==> config.mk <==
export PLATFORM = sky130hd
export DESIGN_NAME = cycle_bcd_display
export DESIGN_NICKNAME = d
export VERILOG_FILES = /design/src/rtl/cycle_bcd_display.sv
export SDC_FILE = /design/constraint.sdc
export NUM_CORES = 1
export LEC_CHECK = 0
export ABC_AREA = 1
export CAP_MARGIN = 0
export CELL_PAD_IN_SITES_DETAIL_PLACEMENT = 1
export CELL_PAD_IN_SITES_GLOBAL_PLACEMENT = 1
export CORE_ASPECT_RATIO = 0.5
export CORE_MARGIN = 2
export CORE_UTILIZATION = 39
export DETAILED_ROUTE_END_ITERATION = 6
export DONT_BUFFER_PORTS = 1
export GPL_TIMING_DRIVEN = 1
export PLACE_DENSITY_LB_ADDON = 0.1
export SLEW_MARGIN = 10
export SYNTH_ARGS = -nofsm -noshare
export SYNTH_HDL_FRONTEND = slang
export SYNTH_SLANG_ARGS = --single-unit
==> constraint.sdc <==
create_clock -name clk -period 2.1 [get_ports clk]
set_input_delay 0.42 -clock clk [delete_from_list [all_inputs] [get_ports clk]]
set_output_delay 0.42 -clock clk [all_outputs]
set_load 0.02 [all_outputs]
==> src/rtl/cycle_bcd_display.sv <==
// Latches a completed run's cycle count, converts it to BCD with a serial double-dabble engine
// and drives active-low 7-segment digits with leading-zero blanking.
module cycle_bcd_display #(
  parameter int unsigned CNT_W  = 32,
  parameter int unsigned DIGITS = 6
) (
  input  logic                  clk,
  input  logic                  rst,
  input  logic                  done_i,
  input  logic [CNT_W-1:0]      cycles_i,
  output logic [DIGITS*4-1:0]   bcd_o,
  output logic [DIGITS*7-1:0]   hex_o,
  output logic                  valid_o,
  output logic                  busy_o,
  output logic                  ovf_o
);

  localparam int unsigned BcdW  = DIGITS * 4;
  localparam int unsigned HexW  = DIGITS * 7;
  localparam int unsigned IterW = (CNT_W > 1) ? $clog2(CNT_W) : 1;

  function automatic logic [63:0] pow10(input int unsigned n);
    logic [63:0] p;
    p = 64'd1;
    for (int unsigned i = 0; i < n; i++) p = p * 64'd10;
    return p;
  endfunction

  localparam logic [63:0] Limit = pow10(DIGITS);

  function automatic logic [6:0] seg7(input logic [3:0] d);
    logic [6:0] s;
    case (d)
      4'd0:    s = 7'h40;
      4'd1:    s = 7'h79;
      4'd2:    s = 7'h24;
      4'd3:    s = 7'h30;
      4'd4:    s = 7'h19;
      4'd5:    s = 7'h12;
      4'd6:    s = 7'h02;
      4'd7:    s = 7'h78;
      4'd8:    s = 7'h00;
      4'd9:    s = 7'h10;
      default: s = 7'h7F;
    endcase
    return s;
  endfunction

  typedef enum logic [1:0] {StIdle, StConv, StLoad} state_e;

  state_e             r_state, w_state_d;
  logic               r_done_prev;
  logic [CNT_W-1:0]   r_bin, w_bin_d;
  logic [BcdW-1:0]    r_acc, w_acc_d, w_acc_adj;
  logic [IterW-1:0]   r_iter, w_iter_d;
  logic [BcdW-1:0]    r_bcd, w_bcd_d;
  logic [HexW-1:0]    r_hex, w_hex_d, w_hex;
  logic               r_valid, w_valid_d;
  logic               r_busy, w_busy_d;
  logic               r_ovf, w_ovf_d;
  logic               w_rise;
  logic               w_lead;
  logic [3:0]         w_nib;

  assign w_rise = done_i & ~r_done_prev;

  // Nibble-local add-3 ahead of the shift; no carry crosses a digit boundary.
  always_comb begin
    w_acc_adj = r_acc;
    for (int k = 0; k < int'(DIGITS); k++) begin
      if (r_acc[4*k +: 4] >= 4'd5) w_acc_adj[4*k +: 4] = r_acc[4*k +: 4] + 4'd3;
    end
  end

  // Scan from the most significant digit so leading zeros blank until the first non-zero.
  always_comb begin
    w_hex  = '1;
    w_lead = 1'b1;
    w_nib  = 4'd0;
    for (int k = int'(DIGITS) - 1; k >= 0; k--) begin
      w_nib = r_acc[4*k +: 4];
      if (w_nib != 4'd0) w_lead = 1'b0;
      if (k != 0 && w_lead) w_hex[7*k +: 7] = 7'h7F;
      else                  w_hex[7*k +: 7] = seg7(w_nib);
    end
  end

  always_comb begin
    w_state_d = r_state;
    w_bin_d   = r_bin;
    w_acc_d   = r_acc;
    w_iter_d  = r_iter;
    w_bcd_d   = r_bcd;
    w_hex_d   = r_hex;
    w_valid_d = r_valid;
    w_busy_d  = r_busy;
    w_ovf_d   = r_ovf;
    case (r_state)
      StIdle: begin
        if (w_rise) begin
          w_bin_d   = cycles_i;
          w_acc_d   = '0;
          w_iter_d  = '0;
          w_busy_d  = 1'b1;
          w_valid_d = 1'b0;
          if (64'(cycles_i) >= Limit) begin
            w_ovf_d   = 1'b1;
            w_acc_d   = {DIGITS{4'h9}};
            w_state_d = StLoad;
          end else begin
            w_ovf_d   = 1'b0;
            w_state_d = StConv;
          end
        end
      end
      StConv: begin
        w_acc_d  = {w_acc_adj[BcdW-2:0], r_bin[CNT_W-1]};
        w_bin_d  = {r_bin[CNT_W-2:0], 1'b0};
        w_iter_d = r_iter + IterW'(1);
        if (r_iter == IterW'(CNT_W - 1)) w_state_d = StLoad;
      end
      StLoad: begin
        w_bcd_d   = r_acc;
        w_hex_d   = w_hex;
        w_valid_d = 1'b1;
        w_busy_d  = 1'b0;
        w_state_d = StIdle;
      end
      default: w_state_d = StIdle;
    endcase
  end

  always_ff @(posedge clk) begin
    if (rst) begin
      r_state     <= StIdle;
      r_done_prev <= 1'b0;
      r_bin       <= '0;
      r_acc       <= '0;
      r_iter      <= '0;
      r_bcd       <= '0;
      r_hex       <= '1;
      r_valid     <= 1'b0;
      r_busy      <= 1'b0;
      r_ovf       <= 1'b0;
    end else begin
      r_state     <= w_state_d;
      r_done_prev <= done_i;
      r_bin       <= w_bin_d;
      r_acc       <= w_acc_d;
      r_iter      <= w_iter_d;
      r_bcd       <= w_bcd_d;
      r_hex       <= w_hex_d;
      r_valid     <= w_valid_d;
      r_busy      <= w_busy_d;
      r_ovf       <= w_ovf_d;
    end
  end

  assign bcd_o   = r_bcd;
  assign hex_o   = r_hex;
  assign valid_o = r_valid;
  assign busy_o  = r_busy;
  assign ovf_o   = r_ovf;

endmodule

---- After elaboration in Yosys (flattened, before gate mapping) ----
Memories as Yosys holds them, arrays and structs flattened. A register that Yosys moved wholly into a read port is not among the register bits.
Cells that the tools add are included.
storage, ports and cells
  register bits after elaboration ......... 133
  input port bits ......................... 35
  logic and storage cells ................. 91
  ROM bits ................................ 672
  memories kept ........................... 6
memory list
  memory            depth  bits a word  read ports  clocked after Yosys merged registers in  wr ports  RTL line  RTL
  (name not given)  16     7            1           1                                        0         33        case (d)
  (name not given)  16     7            1           1                                        0         33
  (name not given)  16     7            1           1                                        0         33
  (name not given)  16     7            1           1                                        0         33
  (name not given)  16     7            1           1                                        0         33
  (name not given)  16     7            1           1                                        0         33
cells by class
  add/subtract/negate cells ............... 7
  equality and inequality tests ........... 5
  bitwise operators ....................... 2
  magnitude comparators ................... 7
  multiplexer cells ....................... 42
  reductions and logical operators ........ 12
operator list
  operator                                                                                count
  32-bit case mux with 2 select lines                                                     1
  4-bit two-way mux                                                                       15
  24-bit two-way mux                                                                      2
  24-bit case mux with 2 select lines                                                     1
  7-bit two-way mux                                                                       5
  32-bit by 20-bit greater-or-equal comparator with 1-bit output (second input constant)  1
  32-bit two-way mux                                                                      1
  4-bit by 3-bit greater-or-equal comparator with 1-bit output (second input constant)    6
  4-bit by 2-bit adder with 4-bit output (second input constant)                          5
  4-bit nonzero test                                                                      5
  5-bit case mux with 2 select lines                                                      1
  1-bit two-way mux                                                                       8
  2-bit AND reduction                                                                     4
  2-bit two-way mux                                                                       3
  5-bit by 1-bit adder with 5-bit output (second input constant)                          1
  5-bit equality test (second input constant)                                             1
  5-bit two-way mux                                                                       1
  2-bit inequality test (second input constant)                                           2
  1-bit case mux with 2 select lines                                                      2
  2-bit case mux with 2 select lines                                                      1
  2-bit nonzero test                                                                      2
  3-bit by 2-bit adder with 3-bit output (second input constant)                          1
  3-bit two-way mux                                                                       1
  2-bit by 1-bit equality test with 1-bit output (second input constant)                  1
  other kinds (4)                                                                         4

---- Longest topological paths before layout ----
Gate-level depths: netlist (run 1).
  depth after elaboration ................. 7
  depth in mapped cells ................... 17

---- Worst setup path after synthesis (run 1) ----
OpenSTA, ideal clock, no wires.
  kind .................................... register to register
  from .................................... reg r_acc[16]
  to ...................................... reg with a tool-made name
  path slack .............................. 141 ps
  cell stages (with the launch flop) ...... 16
  arrival ................................. 1889 ps
  setup time .............................. 70 ps
  path through ............................ dfxtp_1 -> inv_1 -> ha_1 -> inv_1 -> nand2_1 -> nand3_1 -> nand3_1 -> o21ai_0 -> nand2_1 -> nand2_1 -> nand2_1 -> ha_1 -> nand3b_1 -> nand2_1 -> inv_1 -> a21oi_1
RTL lines
  element                 RTL line  RTL
  start, declared         54        logic [BcdW-1:0] r_acc, w_acc_d, w_acc_adj;
  start signal, assigned  149       r_acc <= w_acc_d;

==> flow_summary.yaml, run 1 <==
timing:
  hold_slack_ns: 0.04601
  grt_setup_unrepaired: "yes"
  post-route-period-util: 0.9498
  tightestPinTransition_ns: 0.7104
  slew_headroom: 0.5259
  drv_slew: 0
  fmax_ghz: 0.5014
  fin_crit_ns: 1.995
  finalClockSkew_ns: 0.007468
  setup_viol: 0
  finalHoldViolCount: 0
final_layout:
  final_cell_mix: "nand2_1, dfxtp_1, buf_4, nor2_1, inv_1"
  area_growth_syn_to_layout_pct: 22.84
  fillers: 2261
  finalInstanceArea_um2: 9164
  drive_gt1_frac: 0.2387
  multi_input_area_um2: 3760
  ff_latch_area_um2: 3373
  final_common_cell: "nand2_1"
  final_nets: 1108
  num_antenna_cells: 0
  layoutNonFillerInstCount: 1298
drt:
  drt-initial-drc-count: 201
  vias: 6514
  wirelength_um: 21160
  firstDrtPassIters: 4
  wl_per_cell_um: 16.31
  vias_per_cell: 5.018
  drc_errors: 0
  antenna_left: 0
placed_design:
  hpwlAfterDp_um: 14810
  placed_area_um2: 8183
  gp_congestion: 0.8548
  io_buffers: 0
  dp_cells: 1251
cts:
  clockBufferDepth: 2
  htree_levels: 4
  cts_num_sinks: 168
  cts_tree: "yes"
  clock_latency_ns: 0.43
  numCtsBuffers: 17
  cts-root-buf: "clkbuf_16"
  clk_pin_slew_worst_paths_ns: 0.07
  cts_hold_buf: 0
worst_setup_path:
  arrival_ns: 2.32
  endpoint_kind: "flop"
  crit_type: "flop to flop"
  critPathMaxFanout: 4
  r2r_slack_ns: 0.11
  startpoint_type: "flop"
  worst_ep_required_time_ns: 2.42
power_and_ir_drop:
  peakVddDrop_mv: 0.5627
  pwr-share-seq: 0.453
  power_leakage_nw: 4.164
  p_sw_frac: 0.2615
  combinationalPowerShare: 0.108
  power_density_nw_per_um2: 869.9
  p_sw_mw: 2.085
  internal_power_mw: 5.887
  clockPowerShare: 0.439
floorplanning:
  start_util: 0.4018
  die_area_um2: 20320
  dieWidth_um: 199.6
  die_y_um: 101.8
  io_pins: 104
  design.core.area_um2: 18570
  fp-row-count: 35
logic_synthesis:
  syn-cell-area_um2: 7460
  synth_ff_type: "dfxtp_1"
  ys_async_sr_fraction: 0
  synth_edf_count: 0
  ys_ff_latch: 168
  yosysWarningCount: 0
  synth_fp_nets: 1040
  syn_area_per_cell_um2: 7.787
  ys_types: 39
  ys_seq_area_frac: 0.4509
  postSynthCellCount: 958
run:
  cap_violations: 0
grt:
  grt_pass1_vias: 6517
  grt_antenna_before_repair: 0
  busiest_layer: "met2"
  met2_usage: 0.3245
  use_met1: 0.2996
  met3_usage: 0.04928
  grt_max_degree: 66
  grt_pass1_wl_um: 33820
  grtUsageTotal: 0.2139
  grt_overflow: 0
worst_hold_path:
  min_path_type: "primary input to flop"
status:
  status: "finished clean"
cells by family after synthesis:
group,share of synthesized area
buffers and inverters,0.07195
flip-flops,0.4509
adder cells (fa/ha/maj),0.07883
AO/OA/AOI/OAI,0.1731
AND/OR/NAND/NOR,0.2241
XOR/XNOR,0.001174
layer usage:
layer  part of all wire  vias to the layer above
met5                  0                        -
li1                   -                     3311
met2               0.42                       88
met3              0.049                       22
met4              0.014                        0
met1               0.51                     3093
what timing repair did:
| item | CTS | global route |
|---|---|---|
| resized for setup | 9 | 82 |
| buffers inserted | 0 | 15 |
| endpoints found under the setup margin | 12 | 49 |
| pin swaps | 1 | 19 |
| endpoints found under the hold margin | 0 | 0 |
per-stage QoR:
| step | power [mW] | setup WS, ns | util | setup TNS (ns) |
|---|---|---|---|---|
| after CTS | 8.007 | 0.0002336 | 0.4768 | 0 |
| after global placement | 4.449 | -0.09870 | 0.4407 | -0.8308 |
| final | 7.972 | 0.1054 | 0.4935 | 0 |
| after detailed placement | 4.477 | -0.1639 | 0.4407 | -1.715 |
| after floorplan | 4.182 | 0.1408 | - | 0 |
| after global routing | 8.341 | -0.04442 | 0.4935 | -0.2982 |
worst max-delay path, cell delays in order (launching register included):
cell and delay, ns:
dfxtp_2 0.33, inv_1 0.09, ha_2 0.18, inv_1 0.05, nand2_2 0.09, nand3_4 0.11, a21oi_2 0.18, o21ai_2 0.09
o21ai_2 0.07, nand2_2 0.10, buf_6 0.14, ha_1 0.18, nand2_1 0.08, nand2_1 0.07, nand2_1 0.07, nand2_1 0.05
Yosys cell counts (4+ instances only):
| cell type | number | area share |
|---|---|---|
| buf_2 | 9 | 0.0060 |
| o211ai_1 | 5 | 0.0050 |
| nor2_1 | 89 | 0.045 |
| o21ai_1 | 18 | 0.012 |
| nand4_1 | 8 | 0.0067 |
| clkbuf_1 | 26 | 0.013 |
| inv_1 | 72 | 0.036 |
| a211oi_1 | 7 | 0.0070 |
| ha_1 | 47 | 0.079 |
| a21oi_1 | 54 | 0.036 |
| dfxtp_1 | 168 | 0.45 |
| nand3_1 | 27 | 0.018 |
| o21ai_0 | 62 | 0.042 |
| o221ai_1 | 21 | 0.025 |
| nand2_2 | 15 | 0.013 |
| inv_2 | 19 | 0.0096 |
| o22ai_1 | 29 | 0.024 |
| nand3_2 | 4 | 0.0054 |
| o21ai_2 | 10 | 0.012 |
| nand2_1 | 236 | 0.12 |
layout make-up:
cell class | instances | share of cell area
tap | 259 | 0.03536
multi-input combinational | 658 | 0.4103
timing repair buffer | 90 | 0.07810
clock inverter | 10 | 0.02089
inverter | 91 | 0.03768
sequential | 168 | 0.3681
clock buffer | 22 | 0.04956
final timing paths:
path / startpoint / to / depth (start not counted)
setup / recovery: r_acc[8]$_SDFFE_PP0P_ / flop / 15
hold / removal: rst / valid_o$_SDFFE_PP0P_ / 1
setup reg to reg: r_acc[8]$_SDFFE_PP0P_ / flop / 15
hold reg to reg: flop / hex_o[24]$_SDFFE_PP1P_ / 2
power by group through the flow:
stage,logic (mW),registers (mW),clock network (mW)
finish,0.859,3.61,3.50
global route,0.975,3.63,3.73
CTS,0.809,3.61,3.59
detailed placement,0.795,3.68,0
global placement,0.769,3.68,0
floorplan,0.539,3.64,0
No activity file was read; power rests on OpenSTA's default activity.
==> run 2: changes to the inputs <==
--- a/config.mk
+++ b/config.mk
@@ -16,6 +16,7 @@
 export DONT_BUFFER_PORTS = 1
 export GPL_TIMING_DRIVEN = 1
 export PLACE_DENSITY_LB_ADDON = 0.1
+export REMOVE_ABC_BUFFERS = 1
 export SLEW_MARGIN = 10
 export SYNTH_ARGS = -nofsm -noshare
 export SYNTH_HDL_FRONTEND = slang
==> run 2 against run 1 <==
Effect of this change: clock skew increased by 0.0022 ns; sequential power about the same; sequential cell count unchanged; largest cell class unchanged; clock power decreased by 7.4%.
==> flow_summary.yaml, run 2 (synthesized netlist as in run 1, its figures left out) <==
status:
  status: "finished clean"
worst_setup_path:
  critPathMaxFanout: 5
  crit_top_cell: "nand2_1"
  startpoint_type: "flop"
  crit_type: "flop to flop"
  worst_ep_required_time_ns: 2.42
  crit_chain: "inv_1 -> ha_2 -> nand2_2 -> nand2_2 -> nand2_4 -> a21oi_2 -> o21ai_1 -> o21ai_1 -> nand2_1 -> buf_6 -> ha_1 -> nand2_1 -> nand2_1 -> nand2_1 -> nand2_1"
  r2r_start: "r_acc[12]$_SDFFE_PP0P_"
  crit_path_start: "r_acc[12]$_SDFFE_PP0P_"
  endpoint_kind: "flop"
  arrival_ns: 2.31
  critical-path-slowest-cell: "dfxtp_2"
  cpPeakStageDelay_ns: 0.33
drt:
  wl_met1_um: 10250
  firstDrtPassIters: 4
  antenna_left: 0
  dr.max_layer_used: "met4"
  wl_met3_um: 769
  vias_per_cell: 5.086
  wl_per_cell_um: 16.35
  drc_errors: 0
  wl_met2_um: 9851
  wirelength_um: 21080
  drt-initial-drc-count: 202
  vias: 6556
cts:
  clk_pin_slew_worst_paths_ns: 0.07
  cts-root-buf: "clkbuf_16"
  htree_levels: 4
  cts_tree: "yes"
  cts_num_sinks: 168
  cts_hold_buf: 0
  numCtsBuffers: 17
  clock_latency_ns: 0.43
  clockBufferDepth: 2
grt:
  grt_max_degree: 41
  grt_overflow: 0
  grtUsageTotal: 0.2130
  grt_pass1_vias: 6788
  grt_antenna_before_repair: 0
  grt_pass1_wl_um: 34030
floorplanning:
  start_util: 0.4018
  design.core.area_um2: 18570
  fp-row-count: 35
  die_area_um2: 20320
  dieWidth_um: 199.6
  die_y_um: 101.8
  io_pins: 104
timing:
  drv_slew: 0
  finalHoldViolCount: 0
  slew_headroom: 0.6056
  finalClockSkew_ns: 0.009699
  tightestPinTransition_ns: 0.5876
  fin_crit_ns: 1.984
  post-route-period-util: 0.9446
  setup_tns_ns: 0
  setup_viol: 0
  fmax_ghz: 0.5041
worst_hold_path:
  min_from: "rst"
  min_path_type: "primary input to flop"
final_layout:
  final_nets: 1099
  final_cell_mix: "nand2_1, dfxtp_1, nor2_1, buf_4, inv_1"
  layoutNonFillerInstCount: 1289
  drive_gt1_frac: 0.2243
  final_common_cell: "nand2_1"
  num_antenna_cells: 0
  area_growth_syn_to_layout_pct: 21.17
power_and_ir_drop:
  p_sw_frac: 0.2714
  power_density_nw_per_um2: 851.1
  pwr-share-seq: 0.469
  power_leakage_nw: 4.103
  internal_power_mw: 5.605
  clockPowerShare: 0.422
  p_sw_mw: 2.088
  combinationalPowerShare: 0.109
  peakVddDrop_mv: 0.5979
run:
  cap_violations: 0
placed_design:
  hpwlAfterDp_um: 14860
  gp_congestion: 0.7878
  io_buffers: 0
  dp_cells: 1245
run 2: worst max-delay path, delay by kind of cell, from the launching register on:
kind | cells | cell delay, ns
AOI/OAI and AO/OA | 3 | 0.32
adders and majority gates | 2 | 0.40
buffers and inverters | 2 | 0.23
DFF | 1 | 0.33
and+or+nand+nor | 8 | 0.60
run 2: power by group through the flow:
stage / combinational (mW) / clock (mW) / sequential (mW)
2_1_floorplan: 0.504 / 0 / 3.64
3_3_place_gp: 0.753 / 0 / 3.68
3_5_place_dp: 0.780 / 0 / 3.68
4_1_cts: 0.793 / 3.32 / 3.61
5_1_grt: 0.955 / 3.45 / 3.63
6_report: 0.838 / 3.24 / 3.61
run 2: what timing repair did:
item	4_1_cts	5_1_grt
setup endpoints to repair	8	34
pin swaps	2	19
buffers inserted	0	12
gates resized for setup	9	75
run 2: area by class of cell:
cell class                 count  area [um^2]
sequential                   168         3378
clock inverter                10        118.9
timing repair buffer          81        640.6
clock buffer                  22        484.2
tap                          259        324.1
fill                        2285         9529
multi-input combinational    658         3747
inverter                      91        345.3
run 2: path summary, 6_finish.rpt:
| check | end | slack, ns | depth (start not counted) |
|---|---|---|---|
| worst max register to register | flop | 0.12 | 15 |
| worst max-delay path | flop | 0.12 | 15 |
| worst min register to register | hex_o[34]$_SDFFE_PP1P_ | 0.45 | 2 |
| worst min-delay path | busy_o$_SDFFE_PP0P_ | 0.05 | 1 |
run 2: stage by stage:
| stage | utilization | power, mW | setup slack, ns | hold slack (ns) | area, um^2 |
|---|---|---|---|---|---|
| floorplan | - | 4.147 | -1.057 | 0.4245 | 7264 |
| global placement | 0.4383 | 4.429 | -0.01947 | 0.4283 | 8138 |
| detailed placement | 0.4383 | 4.459 | -0.09380 | 0.4406 | 8138 |
| CTS | 0.4714 | 7.720 | 0.004061 | 0.03919 | 8753 |
| global route | 0.4868 | 8.036 | -0.03526 | 0.03337 | 9039 |
| finish | 0.4868 | 7.693 | 0.1163 | 0.05383 | 9039 |
run 2: routing by layer:
metal | vias up | track usage
li1 | 3282 | -
met1 | 3174 | 0.2771
met4 | 0 | 0.05641
met2 | 81 | 0.3592
met3 | 19 | 0.04829
met5 | - | 0
